**src/rtl/bist_sched_pkg.sv**
```systemverilog
// Shared definitions for the BIST CUT scheduler: session state encoding,
// the fixed PREP length and a one-hot to index helper.
package bist_sched_pkg;

    // Session phases, walked in this order for every granted slot
    typedef enum logic [2:0] {
        IDLE   = 3'd0,
        ARB    = 3'd1,
        PREP   = 3'd2,
        RUN    = 3'd3,
        DRAIN  = 3'd4,
        REPORT = 3'd5
    } state_t;

    // Cycles the TPG and test path are held in reset before the sweep starts
    localparam int PREP_CYCLES = 2;

    // Returns the position of the set bit of a one-hot vector (0 when empty)
    function automatic int onehot_to_index(input logic [31:0] onehot);
        int idx;
        idx = 0;
        for (int i = 0; i < 32; i++) begin
            if (onehot[i]) begin
                idx = i;
            end
        end
        return idx;
    endfunction

endpackage

```
**src/rtl/bist_cut_scheduler_rr_arbiter.sv**
```systemverilog
// Combinational round-robin arbiter: starting at the priority pointer, picks
// the first requesting slot, wrapping past the top slot back to slot 0.
module rr_arbiter #(
    parameter int NUM_CUTS = 4,
    parameter int SEL_BITS = 2
) (
    input  logic [NUM_CUTS-1:0] req,
    input  logic [SEL_BITS-1:0] ptr,
    output logic [NUM_CUTS-1:0] grant,
    output logic                valid
);

    // Scan slots in priority order from ptr and keep only the first hit
    always_comb begin
        int                slot_num;
        logic [SEL_BITS-1:0] slot;
        grant    = '0;
        valid    = 1'b0;
        slot_num = 0;
        slot     = '0;
        for (int i = 0; i < NUM_CUTS; i++) begin
            slot_num = int'(ptr) + i;
            if (slot_num >= NUM_CUTS) begin
                slot_num = slot_num - NUM_CUTS;
            end
            slot = SEL_BITS'(slot_num);
            if (!valid && req[slot]) begin
                grant[slot] = 1'b1;
                valid       = 1'b1;
            end
        end
    end

endmodule

```
**src/rtl/bist_cut_scheduler.sv**
```systemverilog
// Round-robin scheduler that lends one shared TPG + ORA test path to a
// single CUT slot at a time: arbitrate, reset the path, run one sweep,
// drain the ORA pipeline, then report the mismatch count and pass/fail.
// Optional build macro SCHED_TIMEOUT_EN adds a RUN watchdog that ends a
// sweep whose TPG never signals completion and marks the slot as failed.
module bist_cut_scheduler
    import bist_sched_pkg::*;
#(
    parameter int NUM_CUTS = 4,
    parameter int SEL_BITS = 2,
    parameter int ERR_BITS = 5,
    parameter int ORA_LAT  = 2,
    parameter int TO_BITS  = 7
) (
    input  logic                clk,
    input  logic                rst,
    input  logic [NUM_CUTS-1:0] REQ,
    input  logic                TPG_END,
    input  logic                ORA_RES,
    output logic [NUM_CUTS-1:0] GRANT,
    output logic [SEL_BITS-1:0] CUT_SEL,
    output logic                TPG_RESET,
    output logic                PATH_RST,
    output logic                BUSY,
    output logic                DONE,
    output logic [SEL_BITS-1:0] DONE_ID,
    output logic [ERR_BITS-1:0] ERR_COUNT,
    output logic [NUM_CUTS-1:0] FAIL_MAP
);

    localparam int PREP_W  = (PREP_CYCLES > 1) ? $clog2(PREP_CYCLES) : 1;
    localparam int DRAIN_W = (ORA_LAT > 1) ? $clog2(ORA_LAT) : 1;
    localparam logic [PREP_W-1:0]  PREP_LAST  = PREP_W'(PREP_CYCLES - 1);
    localparam logic [DRAIN_W-1:0] DRAIN_LAST = DRAIN_W'(ORA_LAT - 1);
    localparam logic [SEL_BITS-1:0] TOP_SLOT  = SEL_BITS'(NUM_CUTS - 1);

    state_t               state;
    logic [SEL_BITS-1:0]  rr_ptr;
    logic [PREP_W-1:0]    prep_cnt;
    logic [DRAIN_W-1:0]   drain_cnt;
    logic [NUM_CUTS-1:0]  win_grant;
    logic                 win_valid;
    logic [SEL_BITS-1:0]  win_idx;
    logic [SEL_BITS-1:0]  next_ptr;
    logic [ERR_BITS-1:0]  err_next;
    logic                 fail_now;

    rr_arbiter #(
        .NUM_CUTS (NUM_CUTS),
        .SEL_BITS (SEL_BITS)
    ) u_arbiter (
        .req   (REQ),
        .ptr   (rr_ptr),
        .grant (win_grant),
        .valid (win_valid)
    );

    assign win_idx  = SEL_BITS'(onehot_to_index(32'(win_grant)));
    assign next_ptr = (win_idx == TOP_SLOT) ? '0 : win_idx + 1'b1;
    assign err_next = (ORA_RES && (ERR_COUNT != '1)) ? ERR_COUNT + 1'b1 : ERR_COUNT;

`ifdef SCHED_TIMEOUT_EN
    // The last watchdog value reached in RUN is one below the full count, so
    // the sweep is abandoned on its (2**TO_BITS-1)-th RUN cycle.
    localparam logic [TO_BITS-1:0] WD_LAST = ~(TO_BITS'(1));

    logic [TO_BITS-1:0] wd_cnt;
    logic               timed_out;

    assign fail_now = (ERR_COUNT != '0) || timed_out;
`else
    assign fail_now = (ERR_COUNT != '0);
`endif

    // Session sequencer: walks IDLE..REPORT and drives every output from a register
    always_ff @(posedge clk) begin
        if (rst) begin
            state     <= IDLE;
            GRANT     <= '0;
            CUT_SEL   <= '0;
            TPG_RESET <= 1'b1;
            PATH_RST  <= 1'b1;
            BUSY      <= 1'b0;
            DONE      <= 1'b0;
            DONE_ID   <= '0;
            ERR_COUNT <= '0;
            FAIL_MAP  <= '0;
            rr_ptr    <= '0;
            prep_cnt  <= '0;
            drain_cnt <= '0;
`ifdef SCHED_TIMEOUT_EN
            wd_cnt    <= '0;
            timed_out <= 1'b0;
`endif
        end else begin
            case (state)
                IDLE: begin
                    if (|REQ) begin
                        state <= ARB;
                        BUSY  <= 1'b1;
                    end
                end
                ARB: begin
                    if (win_valid) begin
                        state    <= PREP;
                        GRANT    <= win_grant;
                        CUT_SEL  <= win_idx;
                        rr_ptr   <= next_ptr;
                        prep_cnt <= '0;
                    end else begin
                        state <= IDLE;
                        BUSY  <= 1'b0;
                    end
                end
                PREP: begin
                    ERR_COUNT <= '0;
`ifdef SCHED_TIMEOUT_EN
                    wd_cnt    <= '0;
                    timed_out <= 1'b0;
`endif
                    if (prep_cnt == PREP_LAST) begin
                        state     <= RUN;
                        TPG_RESET <= 1'b0;
                        PATH_RST  <= 1'b0;
                    end else begin
                        prep_cnt <= prep_cnt + 1'b1;
                    end
                end
                RUN: begin
                    ERR_COUNT <= err_next;
                    if (TPG_END) begin
                        state     <= DRAIN;
                        TPG_RESET <= 1'b1;
                        drain_cnt <= '0;
                    end
`ifdef SCHED_TIMEOUT_EN
                    else if (wd_cnt == WD_LAST) begin
                        state     <= DRAIN;
                        TPG_RESET <= 1'b1;
                        drain_cnt <= '0;
                        timed_out <= 1'b1;
                        ERR_COUNT <= '1;
                    end else begin
                        wd_cnt <= wd_cnt + 1'b1;
                    end
`endif
                end
                DRAIN: begin
                    ERR_COUNT <= err_next;
                    if (drain_cnt == DRAIN_LAST) begin
                        state    <= REPORT;
                        PATH_RST <= 1'b1;
                        DONE     <= 1'b1;
                        DONE_ID  <= CUT_SEL;
                    end else begin
                        drain_cnt <= drain_cnt + 1'b1;
                    end
                end
                REPORT: begin
                    if (fail_now) begin
                        FAIL_MAP[CUT_SEL] <= 1'b1;
                    end
                    state <= IDLE;
                    GRANT <= '0;
                    DONE  <= 1'b0;
                    BUSY  <= 1'b0;
                end
                default: begin
                    state <= IDLE;
                end
            endcase
        end
    end

endmodule

```
**config.mk**
```make
export PLATFORM = sky130hd
export DESIGN_NAME = bist_cut_scheduler
export DESIGN_NICKNAME = d
export VERILOG_FILES = /design/src/rtl/bist_sched_pkg.sv /design/src/rtl/bist_cut_scheduler_rr_arbiter.sv /design/src/rtl/bist_cut_scheduler.sv
export SDC_FILE = /design/constraint.sdc
export NUM_CORES = 1
export LEC_CHECK = 0
export ABC_AREA = 1
export CORE_ASPECT_RATIO = 1.5
export CORE_MARGIN = 5
export CORE_UTILIZATION = 54
export DETAILED_ROUTE_END_ITERATION = 6
export GPL_ROUTABILITY_DRIVEN = 0
export GPL_TIMING_DRIVEN = 0
export PLACE_DENSITY = 0.81
export SLEW_MARGIN = 10
export SYNTH_ARGS = -nofsm -noshare
export SYNTH_HDL_FRONTEND = slang
export SYNTH_HIERARCHICAL = 1
export SYNTH_SLANG_ARGS = --single-unit
```
**constraint.sdc**
```tcl
create_clock -name clk -period 5 [get_ports clk]
set_clock_uncertainty 0.2 [all_clocks]
set_input_delay 1 -clock clk [delete_from_list [all_inputs] [get_ports clk]]
set_output_delay 1 -clock clk [all_outputs]
set_load 0.01 [all_outputs]
```
==> results.yml <==
status:
  status: "completed"
final_layout:
  fin_util: 0.6764
  multiInputGateArea_sq_um: 991.0
  drive_gt1_frac: 0.1115
  seqCellArea_sq_um: 560.5
  synthToLayoutAreaGrowth_pct: 23.00
  nNetsFinal: 296
  fillCellCount: 295
  num_antenna_cells: 0
timing:
  finalSetupViolCount: 0
  setup_slack_ns: 2.283
  period_needed_ns: 2.717
  fin_tns_setup_ns: 0
  rsz0062_at_grt: "false"
  drv_slew: 0
  holdWs_ns: 0.2571
  worst_slew_pin_slew_ns: 0.4822
  relSlewSlack: 0.6786
  post-route-period-util: 0.5435
  max_freq_mhz: 368.0
  timing_hold_violations_final: 0
global_route:
  grt_first_pass_wirelength_mm: 6.837
  antenna_found_initial: 0
  grt_max_degree: 17
  grtUsageTotal: 0.1889
  grt_pass1_vias: 1628
  gr-total-overflow: 0
floorplan:
  die_w_um: 55.85
  rows: 25
  die-area_sq_mm: 0.004400
  pin_count: 29
  start_util: 0.5499
  core_sq_mm: 0.003097
  fp.dieH_um: 78.78
power:
  p_sw_frac: 0.4664
  p_comb_frac: 0.562
  seqPwrFrac: 0.290
  p_sw_w: 0.0005627
  p_leak_nw: 0.8896
  p_clk_frac: 0.148
  ir_drop_mv: 0.3296
  powerDensity_mw_per_mm2: 576.0
  p_int_w: 0.0006437
clocking:
  cts_setup_buffers: 0
  cts_buffers: 3
  clock_latency_ns: 0.28
  htreeDepth: 1
  cts_tree: "done"
  clkTransAtPathRegs_ns: 0.10
  root_buffer: "clkbuf_8"
  postCtsHoldBufs: 0
  ctsResizeCount: 0
  clock-sinks: 28
  clockBufferDepth: 2
placed_design:
  hpwlAfterDp_mm: 3.038
  port_buffers: 27
  place_ws_ns: 1.966
route:
  viasPerCell: 5.233
  wl_per_cell_um: 12.06
  route.detailed.drc: 0
  firstDrtPassIters: 5
  vias: 1664
  routed_wl_mm: 3.835
  ant_nets: 0
  drtIter0Drc: 35
critical_path:
  cpPeakStageDelay_ns: 0.46
  slowest_stage: "clkdlybuf4s50_1"
  reg2reg_depth: 13
  cp.required_ns: 5.01
  cp.arrival_ns: 2.73
  cp-start-kind: "primary input"
  crit_chain: "clkdlybuf4s50_1, nand2_1, nand3_4, nand2_4, nand2_2, nor2_4, nand2_1, nand3_2, inv_2, nor2_1, nand2_1, a21oi_1"
  end_kind: "flip-flop"
  cp_max_fo: 6
  path_common_cell: "nand2_1"
  crit_buf_inv: 2
  path_depth: 12
  worstSetupPathType: "in -> reg"
  critical_path.top_delay_family: "simple AND/OR/NAND/NOR gates"
logic_synthesis:
  synth_edf_count: 0
  synth_cells: 247
  synth.area.top_cells: "dfxtp_1 (33%), nand2_1 (12%), nand3_1 (8.2%), ha_1 (6.6%), inv_1 (6.6%)"
  synthesis.nets: 264
  synth-seq-cells: 28
  synthFlopType: "dfxtp_1"
  ys_warn_count: 6
  yosys.cell_types.count: 30
  yosysTopAreaCell: "dfxtp_1"
  netlist_area_sq_mm: 0.001703
  syn_area_per_cell_sq_um: 6.894
  ys_seq_area_frac: 0.3292
  synth_most_common_cell: "nand2_1"
  synth_top_area_frac: 0.3292
  async_reset_ff_frac: 0
  ys_top_cells_by_count: "nand2_1 (53), inv_1 (30), nor2_1 (29)"
min_path:
  holdCritPathClass: "reg -> reg"
  min_path_cells: 2
run:
  cap_violations: 0
[registers in the layout, summed over array words and instances (netlist names), 2 cells and up]
signal     cells
FAIL_MAP       4
ERR_COUNT      5
rr_ptr         2
DONE_ID        2
CUT_SEL        2
state          3
GRANT          4
[worst reg2reg max path, delay by kind of cell, from the launching register on]
family                     cells  cell delay, ns
and+or+nand+nor                8            0.91
DFF                            1            0.57
adders and majority gates      1            0.37
buffers and inverters          3            0.34
AOI/OAI and AO/OA              1            0.14
[cell type report]
cell class	instances	area share
multi-input combinational	181	0.4731
buffer	3	0.009558
tap	40	0.02389
inverter	35	0.06272
clock buffer	3	0.01971
clock inverter	1	0.01434
sequential	28	0.2676
timing repair buffer	27	0.1290
[layout by cell type (no fill, tap or decap), drive strengths merged, types with 2 or more instances in the layout]
cell type       n
a21oi          21
a22oi           2
buf             3
clkbuf          3
clkdlybuf4s50  27
dfxtp          28
ha              9
inv            34
nand2          62
nand3          32
nand4           6
nor2           33
o21ai          10
[path summary, 6_finish.rpt]
kind | start | to | slack, ns
setup reg to reg | rr_ptr[0] | GRANT[0] | 2.39
hold reg to reg | FAIL_MAP[3] | FAIL_MAP[3] | 0.26
hold / removal | FAIL_MAP[3] | FAIL_MAP[3] | 0.26
setup / recovery | REQ[3] | GRANT[0] | 2.28
[per-layer routing]
| layer | GRT usage | part of all wire | vias up |
|---|---|---|---|
| li1 | - | - | 859 |
| met1 | 0.1917 | 0.39 | 767 |
| met2 | 0.3720 | 0.55 | 26 |
| met3 | 0.02114 | 0.023 | 12 |
| met4 | 0.09501 | 0.028 | 0 |
| met5 | 0 | 0 | - |
[power groups by stage]
stage	Sequential [W]	Clock [W]	Combinational, W
after floorplan	0.000355	0	0.000488
after global placement	0.000354	0	0.000662
after detailed placement	0.000353	0	0.000678
after CTS	0.000349	0.000180	0.000681
after global routing	0.000359	0.000191	0.000767
final	0.000350	0.000179	0.000678
[metrics by stage]
| stage | total power [W] | instance area [sq um] | std cells |
|---|---|---|---|
| floorplan | 0.0008430 | 1703 | 247 |
| global placement | 0.001016 | 2023 | 314 |
| detailed placement | 0.001031 | 2023 | 314 |
| CTS | 0.001209 | 2095 | 318 |
| global route | 0.001317 | 2095 | 318 |
| finish | 0.001206 | 2095 | 318 |
[cell families after synthesis]
family                   Yosys count  synth area share
AND/OR/NAND/NOR                  135            0.3887
AO/OA/AOI/OAI                     36            0.1220
adder cells (fa/ha/maj)            9           0.06613
XOR/XNOR                           1          0.005144
flip-flops                        28            0.3292
buffers and inverters             38           0.08890
Note: power is estimated with default switching activity, not from simulation.
